**config.mk**
```make
export PLATFORM = sky130hd
export DESIGN_NAME = is_uart_rx_ctrl_flat
export DESIGN_NICKNAME = d
export VERILOG_FILES = /design/src/rtl/is_uart_rx_ctrl_if.sv /design/src/rtl/is_uart_rx_ctrl.sv /design/src/flat_wrapper.sv
export SDC_FILE = /design/constraint.sdc
export NUM_CORES = 1
export LEC_CHECK = 0
export CAP_MARGIN = 20
export CORE_MARGIN = 5
export CORE_UTILIZATION = 60
export CTS_CLUSTER_SIZE = 16
export DETAILED_ROUTE_END_ITERATION = 8
export PLACE_DENSITY = 0.82
export RECOVER_POWER = 50
export REMOVE_ABC_BUFFERS = 1
export SLEW_MARGIN = 10
export SYNTH_ARGS = -nofsm -noshare
export SYNTH_HDL_FRONTEND = slang
export SYNTH_SLANG_ARGS = --single-unit
export TNS_END_PERCENT = 30
```
**constraint.sdc**
```tcl
create_clock -name clk_i -period 3.1 [get_ports clk_i]
set_clock_uncertainty 0.1 [all_clocks]
set_input_delay 0.62 -clock clk_i [delete_from_list [all_inputs] [get_ports clk_i]]
set_output_delay 0.62 -clock clk_i [all_outputs]
set_load 0.005 [all_outputs]
```
**src/rtl/is_uart_rx_ctrl_if.sv**
```systemverilog
// Byte-stream interface of the UART receive controller: serial line in, received
// byte out on valid/ready, plus status pulses. Member names follow the controller's view.
interface is_uart_rx_ctrl_if #(
  parameter int unsigned DATA_BITS = 8
);
  logic                 rxd_i;
  logic                 ready_i;
  logic [DATA_BITS-1:0] data_o;
  logic                 valid_o;
  logic                 frame_err_o;
  logic                 overrun_o;
  logic                 busy_o;

  modport master (
    input  rxd_i,
    input  ready_i,
    output data_o,
    output valid_o,
    output frame_err_o,
    output overrun_o,
    output busy_o
  );

  modport slave (
    output rxd_i,
    output ready_i,
    input  data_o,
    input  valid_o,
    input  frame_err_o,
    input  overrun_o,
    input  busy_o
  );
endinterface

```
**src/rtl/is_uart_rx_ctrl.sv**
```systemverilog
// UART receive controller: start/data/stop bit timing on a synchronized RX line,
// delivering bytes on valid/ready with framing-error and overrun pulses.
module is_uart_rx_ctrl #(
  parameter int unsigned CLKS_PER_BIT = 868,
  parameter int unsigned DATA_BITS    = 8
) (
  input  logic              clk_i,
  input  logic              rst_i,
  is_uart_rx_ctrl_if.master bus_io
);
  localparam int unsigned CntW = $clog2(CLKS_PER_BIT);
  localparam int unsigned IdxW = $clog2(DATA_BITS);
  localparam logic [CntW-1:0] HalfLast = CntW'(CLKS_PER_BIT / 2 - 1);
  localparam logic [CntW-1:0] BitLast  = CntW'(CLKS_PER_BIT - 1);
  localparam logic [IdxW-1:0] IdxLast  = IdxW'(DATA_BITS - 1);

  typedef enum logic [2:0] {StIdle, StStart, StData, StStop, StWaitHigh} state_e;

  state_e                state_q, state_d;
  logic [CntW-1:0]       cnt_q, cnt_d;
  logic [IdxW-1:0]       idx_q, idx_d;
  logic [DATA_BITS-1:0]  shift_q, shift_d;
  logic [DATA_BITS-1:0]  data_q, data_d;
  logic                  valid_q, valid_d;
  logic                  ferr_q, ferr_d;
  logic                  ovr_q, ovr_d;
  logic                  busy_q, busy_d;
  logic                  deliver;

  always_comb begin
    state_d = state_q;
    cnt_d   = cnt_q;
    idx_d   = idx_q;
    shift_d = shift_q;
    data_d  = data_q;
    valid_d = valid_q & ~bus_io.ready_i;
    ferr_d  = 1'b0;
    ovr_d   = 1'b0;
    deliver = 1'b0;

    unique case (state_q)
      StIdle: begin
        if (!bus_io.rxd_i) begin
          state_d = StStart;
          cnt_d   = '0;
        end
      end
      StStart: begin
        cnt_d = cnt_q + CntW'(1);
        if (cnt_q == HalfLast) begin
          // A start bit that is gone by mid-bit is treated as line noise.
          if (!bus_io.rxd_i) begin
            state_d = StData;
            cnt_d   = '0;
            idx_d   = '0;
          end else begin
            state_d = StIdle;
          end
        end
      end
      StData: begin
        cnt_d = cnt_q + CntW'(1);
        if (cnt_q == BitLast) begin
          shift_d = {bus_io.rxd_i, shift_q[DATA_BITS-1:1]};
          cnt_d   = '0;
          if (idx_q == IdxLast) begin
            state_d = StStop;
          end else begin
            idx_d = idx_q + IdxW'(1);
          end
        end
      end
      StStop: begin
        cnt_d = cnt_q + CntW'(1);
        if (cnt_q == BitLast) begin
          cnt_d = '0;
          if (bus_io.rxd_i) begin
            state_d = StIdle;
            deliver = 1'b1;
          end else begin
            ferr_d  = 1'b1;
            state_d = StWaitHigh;
          end
        end
      end
      StWaitHigh: begin
        // Hold off until the line recovers so a break yields a single error.
        if (bus_io.rxd_i) begin
          state_d = StIdle;
        end
      end
      default: state_d = StIdle;
    endcase

    if (deliver) begin
      if (!valid_q || bus_io.ready_i) begin
        data_d  = shift_q;
        valid_d = 1'b1;
      end else begin
        ovr_d = 1'b1;
      end
    end

    busy_d = (state_d != StIdle);
  end

  always_ff @(posedge clk_i or negedge rst_i) begin
    if (!rst_i) begin
      state_q <= StIdle;
      cnt_q   <= '0;
      idx_q   <= '0;
      shift_q <= '0;
      data_q  <= '0;
      valid_q <= 1'b0;
      ferr_q  <= 1'b0;
      ovr_q   <= 1'b0;
      busy_q  <= 1'b0;
    end else begin
      state_q <= state_d;
      cnt_q   <= cnt_d;
      idx_q   <= idx_d;
      shift_q <= shift_d;
      data_q  <= data_d;
      valid_q <= valid_d;
      ferr_q  <= ferr_d;
      ovr_q   <= ovr_d;
      busy_q  <= busy_d;
    end
  end

  assign bus_io.data_o      = data_q;
  assign bus_io.valid_o     = valid_q;
  assign bus_io.frame_err_o = ferr_q;
  assign bus_io.overrun_o   = ovr_q;
  assign bus_io.busy_o      = busy_q;
endmodule

```
**src/flat_wrapper.sv**
```systemverilog
// flat-port wrapper written by rule: the top's interface ports become plain ports
module is_uart_rx_ctrl_flat 
#(
  parameter int unsigned CLKS_PER_BIT = 868,
  parameter int unsigned DATA_BITS    = 8
)
  (clk_i, rst_i, bus_io_rxd_i, bus_io_ready_i, bus_io_data_o, bus_io_valid_o, bus_io_frame_err_o, bus_io_overrun_o, bus_io_busy_o);
  is_uart_rx_ctrl_if #(.DATA_BITS(DATA_BITS)) bus_io_i ();
  input  logic clk_i;
  input  logic rst_i;
  input wire logic [$bits(bus_io_i.rxd_i)-1:0] bus_io_rxd_i;
  input wire logic [$bits(bus_io_i.ready_i)-1:0] bus_io_ready_i;
  output wire logic [$bits(bus_io_i.data_o)-1:0] bus_io_data_o;
  output wire logic [$bits(bus_io_i.valid_o)-1:0] bus_io_valid_o;
  output wire logic [$bits(bus_io_i.frame_err_o)-1:0] bus_io_frame_err_o;
  output wire logic [$bits(bus_io_i.overrun_o)-1:0] bus_io_overrun_o;
  output wire logic [$bits(bus_io_i.busy_o)-1:0] bus_io_busy_o;
  assign bus_io_i.rxd_i = bus_io_rxd_i;
  assign bus_io_i.ready_i = bus_io_ready_i;
  assign bus_io_data_o = bus_io_i.data_o;
  assign bus_io_valid_o = bus_io_i.valid_o;
  assign bus_io_frame_err_o = bus_io_i.frame_err_o;
  assign bus_io_overrun_o = bus_io_i.overrun_o;
  assign bus_io_busy_o = bus_io_i.busy_o;
  is_uart_rx_ctrl #(.CLKS_PER_BIT(CLKS_PER_BIT), .DATA_BITS(DATA_BITS)) u_core (.clk_i(clk_i), .rst_i(rst_i), .bus_io(bus_io_i));
endmodule
```
==> impl_summary.md, run 1 <==
Setup path
The number of cells traversed by the worst register-to-register path is 4. The worst setup path is launched from a flop. The critical path arrival is ~2.8 ns. Data on the critical path is required at its endpoint by 3.23 ns. The kind of critical path is reg2reg. The maximum fanout along the worst path is 9. The kind of end point of the critical path is a flop.

Drt
After the first detailed-routing iteration, the DRC count stood at between 100 and 150. Summed over all layers, the routed wires come to between 4 and 5 mm. The final routed DRC violation total is 0. Once detail routing completed, the nets flagged for antenna violations numbered 0.

Signal routing reaches up to met4. The detailed router put a total of around 1.8 mm of wire on met1. After detailed routing, the met3 layer carries 272 um of wire. Detailed routing placed a total of 2.12 mm of wire on met2. The detail-routed net length per standard cell is between 15 and 20 um. The overall via count from detail_route is about 1500. The length of the first detailed-routing pass in iterations is 4.

Dividing the detail-routed via count by the number of cells gives 6.39.

Timing
The worst pin sits at a relative slew slack of 0.514. The total count of max-transition violations in the final report came to 0. The worst path needs around 2.6 ns of the cycle, external delays included. The slew of the pin with the lowest slew margin is 0.723 ns. The total count of hold-check failures in the final report is 0. Of the available clock period, the critical path in the final layout requires 0.846. The maximum clock frequency is ~380 MHz. The number of endpoints failing setup at the final stage is 0. After routing, the total negative slack on setup checks comes to 0 ns. Setup repair after global routing left no endpoint under its margin.

Clock tree
The H-tree was split into 2 levels. Buffers inserted during clock tree synthesis total 5. Buffers inserted to repair hold after CTS numbered 0. Once the clock tree was built, the resizer swapped 0 gates to a different size. The CTS tree is yes.

The number of post-CTS setup repair buffers is 0. The CTS clock-pin slew for the worst setup and hold paths is about 0.10 ns. The root buffer selected by CTS is clkbuf_4. The clock passes through at most 2 buffers. The clock reaches the later pin of the worst-skew pair after about 0.35 ns. The number of clock sinks is 36.

Die
The floorplan die width is 67.6 um. The y dimension of the die is slightly below 70 um. The area of the placeable core is ~3300 um2.

The number of core rows is 21. The total I/O pin count is 16. The initial utilization of the core area, before any placement, comes to 0.607. The die covers ~4600 um2.

Synthesis
The number of warning messages in the yosys log is 0. In this run the cell area of the synthesized design comes to 1990 um2. The most used flip-flop cell after synthesis is dfrtp_1. The distinct cell type count after synthesis is 54.

In this run, synthesis inferred 0 flip-flops with an integrated enable. The proportion of netlist area held by the largest area contributor is 0.452. The synthesized area divided by synthesized cell count is around 11 um2.

After synthesis, the cell types taking the most area are dfrtp_1 (45%), mux2_4 (6.0%), mux2_2 (4.5%), ha_1 (2.5%), nor3_1 (2.3%). The async set-or-reset flop fraction in the synthesized netlist is 1.00. The share of the Yosys chip area taken by registers is 0.452. The synthesized design spends more area on one cell type than any other, namely dfrtp_1. After technology mapping, the gate count stands at roughly 180. The number of storage elements in the synthesis netlist is 36.

Placement
Port buffering added 15 buffers. The HPWL after detailed placement is slightly above 3 mm. The final estimated routing congestion in global placement is roughly 0.93.

After detailed placement, the total cell area comes to 2170 um2.

Power and ir drop
The internal portion of total power is 0.643 mW. The share of total power dissipated in the clock network is 0.404. Summed over all cells, the static leakage comes to a little over 1 nW.

The proportion of power drawn by combinational gates is 0.021. The peak supply drop is 256 uV. Of the total power, the share spent switching nets is 0.213. The total power per unit cell area is roughly 370 nW/um2. The switching power total is ~0.17 mW. The share of total power dissipated in sequential elements is 0.574.

Outcome
The run finished with clean final reports.

Worst hold path
Counting instances, the worst hold path has a depth of 1. The tightest min-delay check is of the reg2reg type.

Cells and area
The share of layout cells above drive strength 1 is 0.188. After routing the design area is ~2200 um2. The area overhead of the layout relative to synthesis is 11.1%. The repair_antennas step left the layout with diodes totalling 0.

The net total in the final layout is ~200.

Global routing
The total overflow left after global routing is 0. The first-pass GRT wire length is 7.09 mm. Entering global routing, the biggest net connects 37 pins. For this run, the total global-route usage over all layers was measured as 0.211. The initial antenna violation count came to 0.

The number of global-route vias before repair is 1478.

Flow run
Across the run, the number of max-cap violations was 0.
flip-flops by register name, indices dropped and copies added (netlist names):
name and flops:
u_core.cnt_q 10, u_core.bus_io.data_o 8, u_core.shift_q 8, u_core.idx_q 3, u_core.state_q 3, u_core.bus_io.busy_o 1
u_core.bus_io.frame_err_o 1, u_core.bus_io.overrun_o 1, u_core.bus_io.valid_o 1
power groups by stage:
stage | registers, mW | logic [mW] | clock network [mW]
3_5_place_dp | 0.478 | 0.0184 | 0
4_1_cts | 0.469 | 0.0183 | 0.335
6_report | 0.469 | 0.0173 | 0.330
3_3_place_gp | 0.478 | 0.0173 | 0
2_1_floorplan | 0.479 | 0.00254 | 0
5_1_grt | 0.470 | 0.0204 | 0.355
per-layer routing:
layer	vias to the layer above	GRT usage
met5	-	0
met4	0	0.106
met3	16	0.0649
met2	59	0.350
met1	759	0.246
li1	688	-
layout make-up:
cell class	count	area, um2
tap	46	57.6
inverter	5	18.8
multi-input combinational	127	1000
clock buffer	6	41.3
sequential	36	901
fill	246	1070
clock inverter	2	35.0
timing repair buffer	16	158
stage by stage:
step                cells  hold WS [ns]  power [mW]  setup WS (ns)   util
floorplan             168         0.224       0.481           1.21      -
global placement      230         0.385       0.496          0.727  0.659
detailed placement    230         0.389       0.497          0.675  0.659
CTS                   238         0.417       0.823          0.934  0.683
global route          238         0.426       0.844          0.407  0.674
finish                238         0.415       0.817          0.479  0.674
cells in the final DEF, fill, tap and decap left out, types with 3 or more instances in the layout:
cell type,count
a21oi_1,4
nand3b_1,3
nand3_1,6
nand2b_1,7
and3_1,3
nand2_1,9
nor3_1,10
clkdlybuf4s50_1,13
dfrtp_1,36
mux2_2,8
a31oi_1,3
nand4_1,4
mux2_4,8
inv_1,5
ha_1,4
nor2_1,9
a21o_1,4
clkbuf_4,5
Yosys cell counts, drive strengths merged (4+ instances only):
cell / n
a21o: 4
a21oi: 4
buf: 4
clkbuf: 4
dfrtp: 36
ha: 4
inv: 5
mux2: 17
nand2: 9
nand2b: 7
nand3: 7
nand4: 5
nor2: 9
nor3: 11
nor3b: 4
o21ai: 5
critical path, cell delays in order (launching register included):
cell and delay (ns):
dfrtp_1 0.48, nand4bb_1 0.50, nor3_1 0.74, nand3_4 0.32
mux2_4 0.38
logic make-up after synthesis:
family          synth area share
mux                        0.116
flops                      0.452
compound gates             0.121
fa+ha+maj                 0.0251
simple gates               0.255
buf+inv                   0.0308
worst paths after layout:
check	startpoint	end	slack, ns
worst max register to register	u_core.cnt_q[2]$_DFFE_PN0P_	u_core.bus_io.data_o[0]$_DFFE_PN0P_	0.48
max in group asynchronous	rst_i	u_core.bus_io.data_o[0]$_DFFE_PN0P_	1.92
worst min-delay path	u_core.shift_q[0]$_DFFE_PN0P_	u_core.shift_q[0]$_DFFE_PN0P_	0.41
worst max-delay path	u_core.cnt_q[2]$_DFFE_PN0P_	u_core.bus_io.data_o[0]$_DFFE_PN0P_	0.48
min in group asynchronous	rst_i	u_core.bus_io.frame_err_o$_DFF_PN0_	0.64
worst min register to register	u_core.shift_q[0]$_DFFE_PN0P_	u_core.shift_q[0]$_DFFE_PN0P_	0.41
No activity file was read; power rests on OpenSTA's default activity.
==> inputs of run 2 (changes only) <==
--- a/config.mk
+++ b/config.mk
@@ -7,10 +7,10 @@
 export LEC_CHECK = 0
 export CAP_MARGIN = 20
 export CORE_MARGIN = 5
-export CORE_UTILIZATION = 60
+export CORE_UTILIZATION = 52
 export CTS_CLUSTER_SIZE = 16
 export DETAILED_ROUTE_END_ITERATION = 8
-export PLACE_DENSITY = 0.82
+export PLACE_DENSITY = 0.75
 export RECOVER_POWER = 50
 export REMOVE_ABC_BUFFERS = 1
 export SLEW_MARGIN = 10
==> constraint.sdc (replaced) <==
create_clock -name clk_i -period 2.4 [get_ports clk_i]
set_clock_uncertainty 0.1 [all_clocks]
set_input_delay 0.48 -clock clk_i [delete_from_list [all_inputs] [get_ports clk_i]]
set_output_delay 0.48 -clock clk_i [all_outputs]
set_load 0.005 [all_outputs]
==> run 2 against run 1 <==
Net effect: sequential cell count is the same; worst hold slack lost 0.0035 ns; non-clock buffer count grew 2; critical path type unchanged; highest routed layer unchanged; sequential share of layout area shrank 1.4 points; final cell count grew 1.7%; via count shrank 3.6%; largest cell class unchanged; fmax grew 27%; critical endpoint is now u_core.cnt_q[5]$_DFFE_PN0P_; total power grew 42%.
==> impl_summary.md, run 2 (same netlist as run 1, synthesis figures left out) <==
Clock tree
The clock net in this run drives a total of 36 sinks. The number of clock buffers added by TritonCTS is 5. The CTS clock-pin slew for the worst setup and hold paths is 0.07 ns. Post-CTS timing repair inserted 0 buffers for setup. The post-CTS resize count is 0.

The hold buffer count at cts is 0. No sink is reached through more buffers than the 2 on the longest clock path. The source-to-sink clock delay at the later pin of the worst-skew pair is around 0.29 ns. The H-tree depth reported by CTS is 2. The CTS tree is yes. The root buffer selected by CTS is clkbuf_8.

Timing
For the pin with the worst max-slew slack, the measured transition is 0.868 ns. The maximum clock frequency is 484 MHz. Dividing the final minimum period by the clock period gives 0.860. The clock period could shrink to a little over 2 ns. Setup total negative slack on the finished layout was measured at 0 ns. Setup repair after global routing left no endpoint under its margin. The total count of hold-check failures in the final report is 0. Setup violations remaining at the end of the flow were counted as 0. The total count of max-transition violations in the final report is 0. The normalized max-slew margin is 0.422.

Cells and area
In the final layout, the share of cells above drive strength 1 is 0.211. After routing the design area is approximately 2300 um2. The most common cell after layout, fill and taps aside is dfrtp_1. 0 antenna diodes ended up in the layout.

Compared with the post-synthesis result, the final layout area differs by 15.0%. The register with the most flip-flops in the layout has 10 of them. The top cell types in the final layout, fill and taps aside, are dfrtp_1 (36), clkdlybuf4s50_1 (12), nor2_1 (9), nand2_1 (9), nor3_1 (9). After filler insertion, the fill cell instance count of the layout stands at approximately 290.

At the end of the flow, the number of nets in the layout was approximately 200. More flip-flops sit in one register than any other, and that register is u_core.cnt_q.

Setup path
The critical path arrival is 2.15 ns. At the worst endpoint, the required time is approximately 2.5 ns. The startpoint type of the worst setup path is a flop. The number of cells traversed by the worst register-to-register path is 5. The worst register-to-register path begins at u_core.cnt_q[0]$_DFFE_PN0P_. The kind of critical path is reg2reg. The kind of end point of the critical path is a flop. The reg2reg setup slack is 0.34 ns. The endpoint identified for the worst register-to-register timing path is u_core.cnt_q[5]$_DFFE_PN0P_. The maximum fanout along the worst path is 7.

Die
The number of core rows is 22. The die covers between 5000 and 6000 um2. After floorplanning, the core was sized to cover 3690 um2.

The total I/O pin count is 16. The y dimension of the die is ~72 um. For this configuration, the core starts out at a cell density of 0.540. The die is 71.9 um wide.

Power and ir drop
The analysis attributes to net switching a power of 0.239 mW. Of the total power, the clock network draws 0.457. The peak supply drop is 246 uV.

Of the total power, combinational logic draws 0.020. The leakage dissipation is 1.05 nW. The proportion of total power due to net switching is 0.206. The total power draw is 1.16 mW. Cell internal power was estimated by the tool at a little over 0.9 mW.

The sequential group share of total power is 0.523. In this run the power density over the cells is 506 nW/um2.

Global routing
The first-pass GRT wire length is slightly below 7 mm. The residual overflow from global routing is 0. The number of global-route vias before repair is 1439. The initial antenna violation count is 0. The total routing resource utilization after global routing is 0.170. Entering global routing, the biggest net connects 37 pins.

Flow run
The max-capacitance violation count is 0.

Placement
The placed wire-length estimate is between 2 and 3 mm. The final estimated routing congestion in global placement is 0.843. Input and output buffers added on the ports amount to 15. In this run the cell area measured after placement is roughly 2200 um2.

Worst hold path
The path class of the tightest hold or removal check is reg2reg. The depth of the worst hold-timing path is 1. The worst hold path terminates at u_core.bus_io.data_o[4]$_DFFE_PN0P_. The origin of the worst min-delay path is u_core.bus_io.data_o[4]$_DFFE_PN0P_.

Outcome
The run finished with clean final reports.

Drt
Across all layers, the routed design uses around 1500 vias. The first routing iteration left around 120 violations. The sum of routed wire length over all layers is 3.90 mm. The vias per cell is 6.06. Dividing the detail-routed wire length by the instance count gives around 16 um. The pre-antenna-repair detailed-routing pass consisted of 4 iterations. The count of nets left with antenna violations after detail routing is 0. For this run, design rule violations remaining after detail routing come to 0.
[run 2: cell count changes in the layout (fill, tap and decap cells not counted), sizes merged]
cell / before / now
buf: 1 / 2
clkdlybuf4s50: 13 / 12
clkinvlp: 0 / 1
dlygate4sd3: 2 / 3
[run 2: power groups by stage]
stage	logic, mW	registers [mW]	clock network, mW
floorplan	0.00328	0.618	0
CTS	0.0251	0.606	0.539
detailed placement	0.0250	0.618	0
finish	0.0231	0.606	0.530
global placement	0.0243	0.618	0
global route	0.0276	0.606	0.565
[run 2: layout make-up]
cell class / instances / area (um2) / share of cell area
inverter: 5 / 18.8 / 0.00819
timing repair buffer: 18 / 170 / 0.0742
tap: 48 / 60.1 / 0.0262
sequential: 36 / 901 / 0.393
clock inverter: 3 / 42.5 / 0.0186
multi-input combinational: 127 / 1030 / 0.450
clock buffer: 5 / 68.8 / 0.0300
[run 2: how the worst max path moves through the flow]
stage                                      from                          end  slack [ns]
floorplan           u_core.cnt_q[1]$_DFFE_PN0P_  u_core.idx_q[1]$_DFFE_PN0P_        0.51
global placement                   bus_io_rxd_i  u_core.idx_q[1]$_DFFE_PN0P_        0.31
detailed placement                 bus_io_rxd_i  u_core.cnt_q[6]$_DFFE_PN0P_        0.27
CTS                 u_core.cnt_q[0]$_DFFE_PN0P_  u_core.cnt_q[5]$_DFFE_PN0P_        0.33
global route        u_core.cnt_q[0]$_DFFE_PN0P_  u_core.cnt_q[5]$_DFFE_PN0P_        0.20
finish              u_core.cnt_q[0]$_DFFE_PN0P_  u_core.cnt_q[5]$_DFFE_PN0P_        0.34
[run 2: worst max-delay path, cell delays in order, from the launching register on]
cell and delay, ns:
dfrtp_1 0.44, ha_1 0.30, nor2b_1 0.19, a31oi_1 0.53, nor3_4 0.10, nor4_1 0.29
[run 2: stage by stage]
step	instances	worst slack (ns)	utilization	hold slack, ns
global route	242	0.197	0.621	0.426
global placement	234	0.310	0.592	0.389
finish	242	0.336	0.621	0.411
detailed placement	234	0.272	0.592	0.399
floorplan	168	0.510	-	0.0844
CTS	242	0.326	0.622	0.416
[run 2: metal layers]
layer,up-vias,track usage,wire length (um)
li1,694,-,-
met1,714,0.224,1760
met2,51,0.265,1860
met3,8,0.0457,208
met4,0,0.0689,74
met5,-,0,0
==> inputs of run 3 (changes only) <==
--- a/config.mk
+++ b/config.mk
@@ -7,10 +7,11 @@
 export LEC_CHECK = 0
 export CAP_MARGIN = 20
 export CORE_MARGIN = 5
-export CORE_UTILIZATION = 52
+export CORE_UTILIZATION = 56
 export CTS_CLUSTER_SIZE = 16
 export DETAILED_ROUTE_END_ITERATION = 8
-export PLACE_DENSITY = 0.75
+export DONT_BUFFER_PORTS = 1
+export PLACE_DENSITY = 0.74
 export RECOVER_POWER = 50
 export REMOVE_ABC_BUFFERS = 1
 export SLEW_MARGIN = 10
==> run 3 against run 2 <==
Net effect: non-clock buffer count shrank 14; register-to-register slack lost 0.02 ns; sequential power is essentially flat; clock-buffer cell count is the same; critical endpoint is now u_core.idx_q[2]$_DFFE_PN0P_; largest power group unchanged.
==> impl_summary.md, run 3 (same netlist as run 1, synthesis figures left out) <==
Outcome
The flow ran to the end, and the final reports show no timing, DRC or antenna violations.

Setup path
STA classifies the critical path startpoint as a flop. The maximum fanout along the worst path is 9. The critical path data required time is approximately 2.6 ns.

Data arrives at the worst endpoint at roughly 2.3 ns. The kind of critical path is reg2reg. The kind of end point of the critical path is a flop.

Cells and area
The number of antenna diodes in the final layout is 0. In the layout the commonest cells are dfrtp_1 (36), nor2_1 (9), nand2_1 (9), nor3_1 (9). The largest register by flop count is u_core.cnt_q. The area overhead of the layout relative to synthesis is 5.08%. The end-of-flow core utilization is 0.618.

Of the cells placed in the final design, the portion with a size suffix greater than 1 is 0.228. Leaving out fill and tap cells, the most frequent cell in the layout is dfrtp_1. Fill cells in the final layout number roughly 260. The register with the most flip-flops in the layout has 10 of them. The final cell count without fillers is ~230. The net count of the finished layout is between 150 and 200.

Drt
The count of nets left with antenna violations after detail routing is 0. The vias per cell is slightly above 6. In the final routed layout, each cell accounts on average for about 17 um. The length of the first detailed-routing pass in iterations is 4.

The final routed DRC violation total is 0. Summing over every cut layer, the via total after detailed routing is around 1400. Summed over all layers, the routed wires come to approximately 4 mm. The first routing iteration left 93 violations.

Power and ir drop
The peak supply drop is 222 uV. For this design the ratio of total power to cell area is between 400 and 500 nW/um2. The leakage dissipation is 0.983 nW.

Global routing
The initial antenna violation count is 0. The first-pass GRT wire length is 6.96 mm. The residual overflow from global routing is 0.

Across every metal layer, demand over resource in global routing totals 0.179. The maximum number of pins on one net before global-route repair is 37. The number of global-route vias before repair was around 1400.

Clock tree
The number of clock buffers added by TritonCTS is 5. The longest clock path from root to sink contains 2 buffers. The post-CTS resize count is 0. The source-to-sink clock delay at the later pin of the worst-skew pair is around 0.35 ns. CTS saw 36 sinks.

The H-tree was split into 2 levels. TritonCTS built the clock tree. The root buffer cell chosen for the clock tree is clkbuf_4.

Clock-pin slew was measured on the worst setup and hold paths at 0.11 ns.

Timing
Setup violations remaining at the end of the flow were counted as 0. The slew of the pin with the lowest slew margin is between 0.8 and 0.9 ns. The total count of hold-check failures in the final report is 0. Of the available clock period, the critical path in the final layout requires 0.867.

Setup repair after global routing left no endpoint under its margin. The normalized max-slew margin is 0.424. Setup slack closes at around 0.32 ns. Setup total negative slack on the finished layout was measured at 0 ns. The minimum period implied by the final worst setup slack is ~2.1 ns.

The maximum clock frequency is roughly 480 MHz. The total count of max-transition violations in the final report came to 0.

Die
The y dimension of the die is roughly 70 um. The core region is 3390 um2. The starting density of the core is 0.588. The number of core rows is 21. The total I/O pin count is 16. Measured along the x axis, the die boundary spans approximately 70 um.

The floorplan step defined a die boundary enclosing 4850 um2.

Placement
The number of instances in the placed design is ~220. The congestion estimate from routability-driven global placement came to 0.865. Summed over all nets, the half-perimeter wirelength after detailed placement is about 2.8 mm. The number of buffers added on ports is 0. Before CTS, the worst setup slack after placement is between 0.3 and 0.4 ns.

Flow run
The max-capacitance violation count is 0.

Worst hold path
In this run the worst hold path is classified as in2reg.
-- run 3: final cells by class --
| cell class | count | area [um2] | share of cell area |
|---|---|---|---|
| repair buffers | 4 | 30.0 | 0.0143 |
| well taps | 46 | 57.6 | 0.0275 |
| multi-input cells | 127 | 1030 | 0.492 |
| clock buffers | 5 | 37.5 | 0.0179 |
| flip-flops and latches | 36 | 901 | 0.430 |
| clock inverters | 3 | 18.8 | 0.00896 |
| inverters | 5 | 18.8 | 0.00896 |
-- run 3: repair_timing --
item	4_1_cts	5_1_grt
buffers inserted	0	0
hold buffers	2	0
endpoints found under the hold margin	36	0
-- run 3: worst max-delay path: stages (launching register included) --
cell and delay (ns):
dfrtp_1 0.44, ha_1 0.29, nor2b_1 0.27, nand4_2 0.31, o41ai_1 0.46, a21o_1 0.14
-- run 3: worst paths after layout --
kind                                                  endpoint  slack [ns]  cells past startpoint                          start
hold reg to reg            u_core.bus_io.data_o[0]$_DFFE_PN0P_        0.42                      1  u_core.shift_q[0]$_DFFE_PN0P_
max in group asynchronous          u_core.cnt_q[9]$_DFFE_PN0P_        0.98                      2                          rst_i
hold / removal             u_core.bus_io.frame_err_o$_DFF_PN0_        0.09                      1                   bus_io_rxd_i
setup reg to reg                   u_core.idx_q[2]$_DFFE_PN0P_        0.32                      5    u_core.cnt_q[0]$_DFFE_PN0P_
setup / recovery                   u_core.idx_q[2]$_DFFE_PN0P_        0.32                      5    u_core.cnt_q[0]$_DFFE_PN0P_
min in group asynchronous       u_core.bus_io.busy_o$_DFF_PN0_        0.68                      2                          rst_i
-- run 3: per-stage QoR --
stage	instance area [um2]	total power, mW	hold slack (ns)
global route	2090	0.982	0.0857
finish	2090	0.945	0.0938
CTS	2110	0.961	0.0842
detailed placement	2020	0.622	0.0855
floorplan	1950	0.622	0.0844
global placement	2020	0.622	0.0852
-- run 3: power breakdown --
part           switching [mW]  internal [mW]
sequential                  0          0.606
clock                   0.209          0.112
combinational          0.0139        0.00308
-- run 3: metal layers --
layer | wire length [um] | global-route usage | vias up | share of wire
met1 | 1780 | 0.239 | 693 | 0.45
met3 | 178 | 0.0348 | 7 | 0.045
li1 | - | - | 672 | -
met2 | 1920 | 0.270 | 32 | 0.49
met5 | 0 | 0 | - | 0
met4 | 61 | 0.100 | 0 | 0.015
==> patch 1, RTL diff (config.mk and constraints of run 3) <==
`CLKS_PER_BIT` is set to 868 in 2 places; all go to 1736.
--- a/src/rtl/is_uart_rx_ctrl.sv
+++ b/src/rtl/is_uart_rx_ctrl.sv
@@ -1,7 +1,7 @@
 // UART receive controller: start/data/stop bit timing on a synchronized RX line,
 // delivering bytes on valid/ready with framing-error and overrun pulses.
 module is_uart_rx_ctrl #(
-  parameter int unsigned CLKS_PER_BIT = 868,
+  parameter int unsigned CLKS_PER_BIT = 1736,
   parameter int unsigned DATA_BITS    = 8
 ) (
   input  logic              clk_i,
--- a/src/flat_wrapper.sv
+++ b/src/flat_wrapper.sv
@@ -1,7 +1,7 @@
 // flat-port wrapper written by rule: the top's interface ports become plain ports
 module is_uart_rx_ctrl_flat 
 #(
-  parameter int unsigned CLKS_PER_BIT = 868,
+  parameter int unsigned CLKS_PER_BIT = 1736,
   parameter int unsigned DATA_BITS    = 8
 )
   (clk_i, rst_i, bus_io_rxd_i, bus_io_ready_i, bus_io_data_o, bus_io_valid_o, bus_io_frame_err_o, bus_io_overrun_o, bus_io_busy_o);
Behaviour: same outputs for any inputs over 10 cycles, from zero or initial values and one cycle with rst_i low; that may be too few to reach the edited logic, so the function may still have changed.
==> patch 1 against run 3 <==
- utilization grew 0.12 points
- wire length shrank 20%
- synthesized area shrank 13%
- via count shrank 17%
- count of clock-buffer cells in the layout grew 1
- worst setup slack lost 190 ps
- sequential cell count grew 1
- highest routed layer unchanged
- die area shrank 12%
- cell area shrank 11%
Power is not compared: it rests on default switching activity, and its combinational part moved more than twofold at a synthesized area within 25%.
==> patch 1: results (changes against run 3) <==
| Metric | Value |
|---|---|
| Compound-Gate Fraction of Synth Area | 9.572% (-2.5 points) |
| Synthesized instance count | 149 (-15%) |
| Adder-cell area share of the yosys netlist | 2.175% (-0.34 points) |
| Via density | 6.005 (-3.3%) |
| Slew Limit Headroom | 42.55% (+0.099 points) |
| Max reg flops | 11 (+1) |
| Worst setup endpoint | u_core.cnt_q[3]$_DFFE_PN0P_ |
| DR iter-0 viols | 40 (-57%) |
| Met3 Resource Use GR | 5.812% (+2.3 points) |
| Met3 WL | 153 microns (-14%) |
| Dpl ws | 175.0 ps (-202.9 ps) |
| Pin count of the biggest net entering global routing | 38 (+2.7%) |
| First-pass GRT wire length | 5451 microns (-22%) |
| Grt met1 use | 19.35% (-4.5 points) |
| Met1 WL | 1344 microns (-24%) |
| Status | finished, final reports clean |
| Tot GR Track Use | 17.05% (-0.81 points) |
| Layout cells sized above 1 | 22.50% (-0.28 points) |
| Met2 usage | 28.70% (+1.7 points) |
| Placer Congestion | 0.8464 (-2.1%) |
| Nets | 166 (-11%) |
| DPL Wire Length | 2152 microns (-24%) |
| Flop2flop setup slack | 140 ps (-190 ps) |
| Final WL | 3156 microns (-20%) |
| Synth top area cells | dfrtp_1 54%, mux2_2 10%, nand2_1 2.4% |
| Worst R2R Path Depth | 6 (+1) |
| Post-DP Area | 0.001793 sq mm (-11%) |
-- patch 1: worst reg2reg max path, delay by kind of cell, from the launching register on --
family,cells,cell delay [ps]
compound gates,3,720
simple gates,2,680
flops,1,400
fa+ha+maj,1,250
-- patch 1: logic make-up (layout without fill, tap and decap cells) --
| family | Yosys count | in the layout |
|---|---|---|
| and+or+nand+nor | 52 | 52 |
| adders and majority gates | 3 | 3 |
| buffers and inverters | 9 | 20 |
| AOI/OAI and AO/OA | 26 | 26 |
| xor gates and xnor gates | 2 | 2 |
| DFF | 37 | 37 |
| muxes | 20 | 20 |
-- patch 1: final cells by class --
class	count	area, sq um	share of cell area (%)
Clock inverter	2	10.01	0.5384
Tap cell	33	41.29	2.221
Multi-Input combinational cell	103	757.0	40.71
Clock buffer	6	41.29	2.221
Timing Repair Buffer	7	65.06	3.499
Sequential cell	37	925.9	49.80
Inverter	5	18.77	1.009
==> patch 2, RTL diff (settings of run 3) <==
Made on the original files. Reset style: synchronous (`rst_i`), changed in one clocked block.
--- a/src/rtl/is_uart_rx_ctrl.sv
+++ b/src/rtl/is_uart_rx_ctrl.sv
@@ -104,7 +104,7 @@
     busy_d = (state_d != StIdle);
   end
 
-  always_ff @(posedge clk_i or negedge rst_i) begin
+  always_ff @(posedge clk_i) begin
     if (!rst_i) begin
       state_q <= StIdle;
       cnt_q   <= '0;
Check against the original RTL: differs if rst_i is asserted again (counterexample within 4 cycles, from zero or initial values and one cycle with rst_i low); with rst_i held inactive, the same outputs for 10 cycles.
==> patch 2 against run 3 <==
- wire length shrank 17%
- worst setup slack got worse by 130 ps
- synthesized area down 13%
- cell area is 14% lower
- sequential cell count stayed put
- critical path type unchanged
Power is not compared: it rests on default switching activity, and its combinational part moved more than twofold at a synthesized area within 25%.
==> patch 2: results (changes against run 3) <==
| Metric | Value |
|---|---|
| Worst R2R Path Depth | 6 (+1) |
| CP Launch Type | flop |
| Met1 WL | 1450 microns (-18%) |
| Highest routed layer | met4 |
| Tot GR Track Use | 16.88% (-0.97 points) |
| Cell family with most CP delay | compound AO/OA/AOI/OAI gates |
| Asr flop ratio synth | 0% (-100 points) |
| Via density | 6.027 (-3.0%) |
| Yosys Warn Count | 0 (unchanged) |
| Initial antenna violation count | 0 (unchanged) |
| Met2 wire len | 1544 microns (-20%) |
| DPL Wire Length | 2360 microns (-17%) |
| Met3 WL | 182 microns (+2.2%) |
| Layout cells sized above 1 | 11.05% (-12 points) |
| Adder-cell area share of the yosys netlist | 2.903% (+0.39 points) |
| Cells after DPL | 215 (-0.46%) |
| XOR/XNOR Fraction of Synth Area | 0% (unchanged) |
| CTS root buf | clkbuf_4 |
| VDD IR-drop max | 285.9 uV |
| Synth top area cells | dfxtp_1 42%, mux2i_1 9.3%, nor2_1 5.4% |
| Post-CTS setup buffer count | 0 (unchanged) |
| Nets | 197 (+5.3%) |
| H-tree level count | 2 (unchanged) |
| Dominant synthesized flop cell | dfxtp_1 |
| DR iter-0 viols | 57 (-39%) |
| Vias in the first global route | 1256 (-10%) |
| Reg2reg start | u_core.cnt_q[0]$_SDFFE_PN0P_ |
| Worst setup endpoint | u_core.cnt_q[5]$_SDFFE_PN0P_ |
| Worst slew pin tran | 536.1 ps (-327.2 ps) |
| First-pass GRT wire length | 5568 microns (-20%) |
| Hold depth | 1 (unchanged) |
| Synth cell types | 48 (-11%) |
| Compound-Gate Fraction of Synth Area | 12.34% (+0.28 points) |
| Hold_ws | 154.9 ps (+61.15 ps) |
| Top post-synthesis cells by count | 36 x dfxtp_1, 25 x nor2_1, 16 x mux2i_1 |
| Slowest-stage cell, CP | a21oi_1 |
| Flop2flop setup slack | 190 ps (-130 ps) |
| Top reg by flops | u_core.cnt_q |
| HP Class | primary input to flop |
| Pin count of the biggest net entering global routing | 28 (-24%) |
| Multiplexer share of the synthesized area | 9.289% (-2.3 points) |
| CTS-repair resized insts | 0 (unchanged) |
| Seq/Total Area, Yosys | 41.80% (-3.4 points) |
| Critical path arrival | 2350 ps (+80 ps) |
| Worst-path clk slew | 100 ps |
| Insertion delay to the later sink of the worst-skew pair | 340 ps |
| Final WL | 3255 microns (-17%) |
| Lkg Pwr | 0.7819 nW |
| Syn avg cell area | 9.171 sq um (-19%) |
| WL per Instance | 14.60 microns (-16%) |
| Hold EP | u_core.cnt_q[1]$_SDFFE_PN0P_ |
| Initial DRT Pass Iterations | 4 (unchanged) |
| Hold Startpoint | rst_i |
| CP Max Fanout | 6 (-3) |
| Fillers | 258 (-2.3%) |
| Status | finished, final reports clean |
| Placer Congestion | 0.9282 (+7.4%) |
| Crit-path max cell delay | 460 ps (about the same) |
| Max Root-Sink Buffers | 2 (unchanged) |
[patch 2: stage by stage]
step                      area, sq um  worst slack [ps]  util (%)
after global placement           1720             321.1     57.29
final                            1792             189.9     59.67
after detailed placement         1720             207.4     57.29
after global routing             1792             9.246     59.67
after CTS                        1797             175.4     59.83
after floorplan                  1672             451.0         -
[patch 2: area by class of cell]
cell class                      instances  area share (%)
Timing Repair Buffer                    1          0.4190
Tap cell                               33           2.304
Multi-Input combinational cell        142           52.16
Clock inverter                          2           1.955
Sequential cell                        36           40.22
Clock buffer                            6           2.304
Inverter                                3          0.6285
[patch 2: metal layers]
layer | vias up | track usage, %
met3 | 8 | 5.641
met2 | 30 | 28.19
met5 | - | 0
li1 | 680 | -
met4 | 0 | 6.995
met1 | 626 | 19.72
[patch 2: power breakdown]
group	total (mW)	internal [mW]	switching [mW]
logic	0.0549	0.0223	0.0326
clock network	0.412	0.218	0.194
registers	0.612	0.603	0.00858
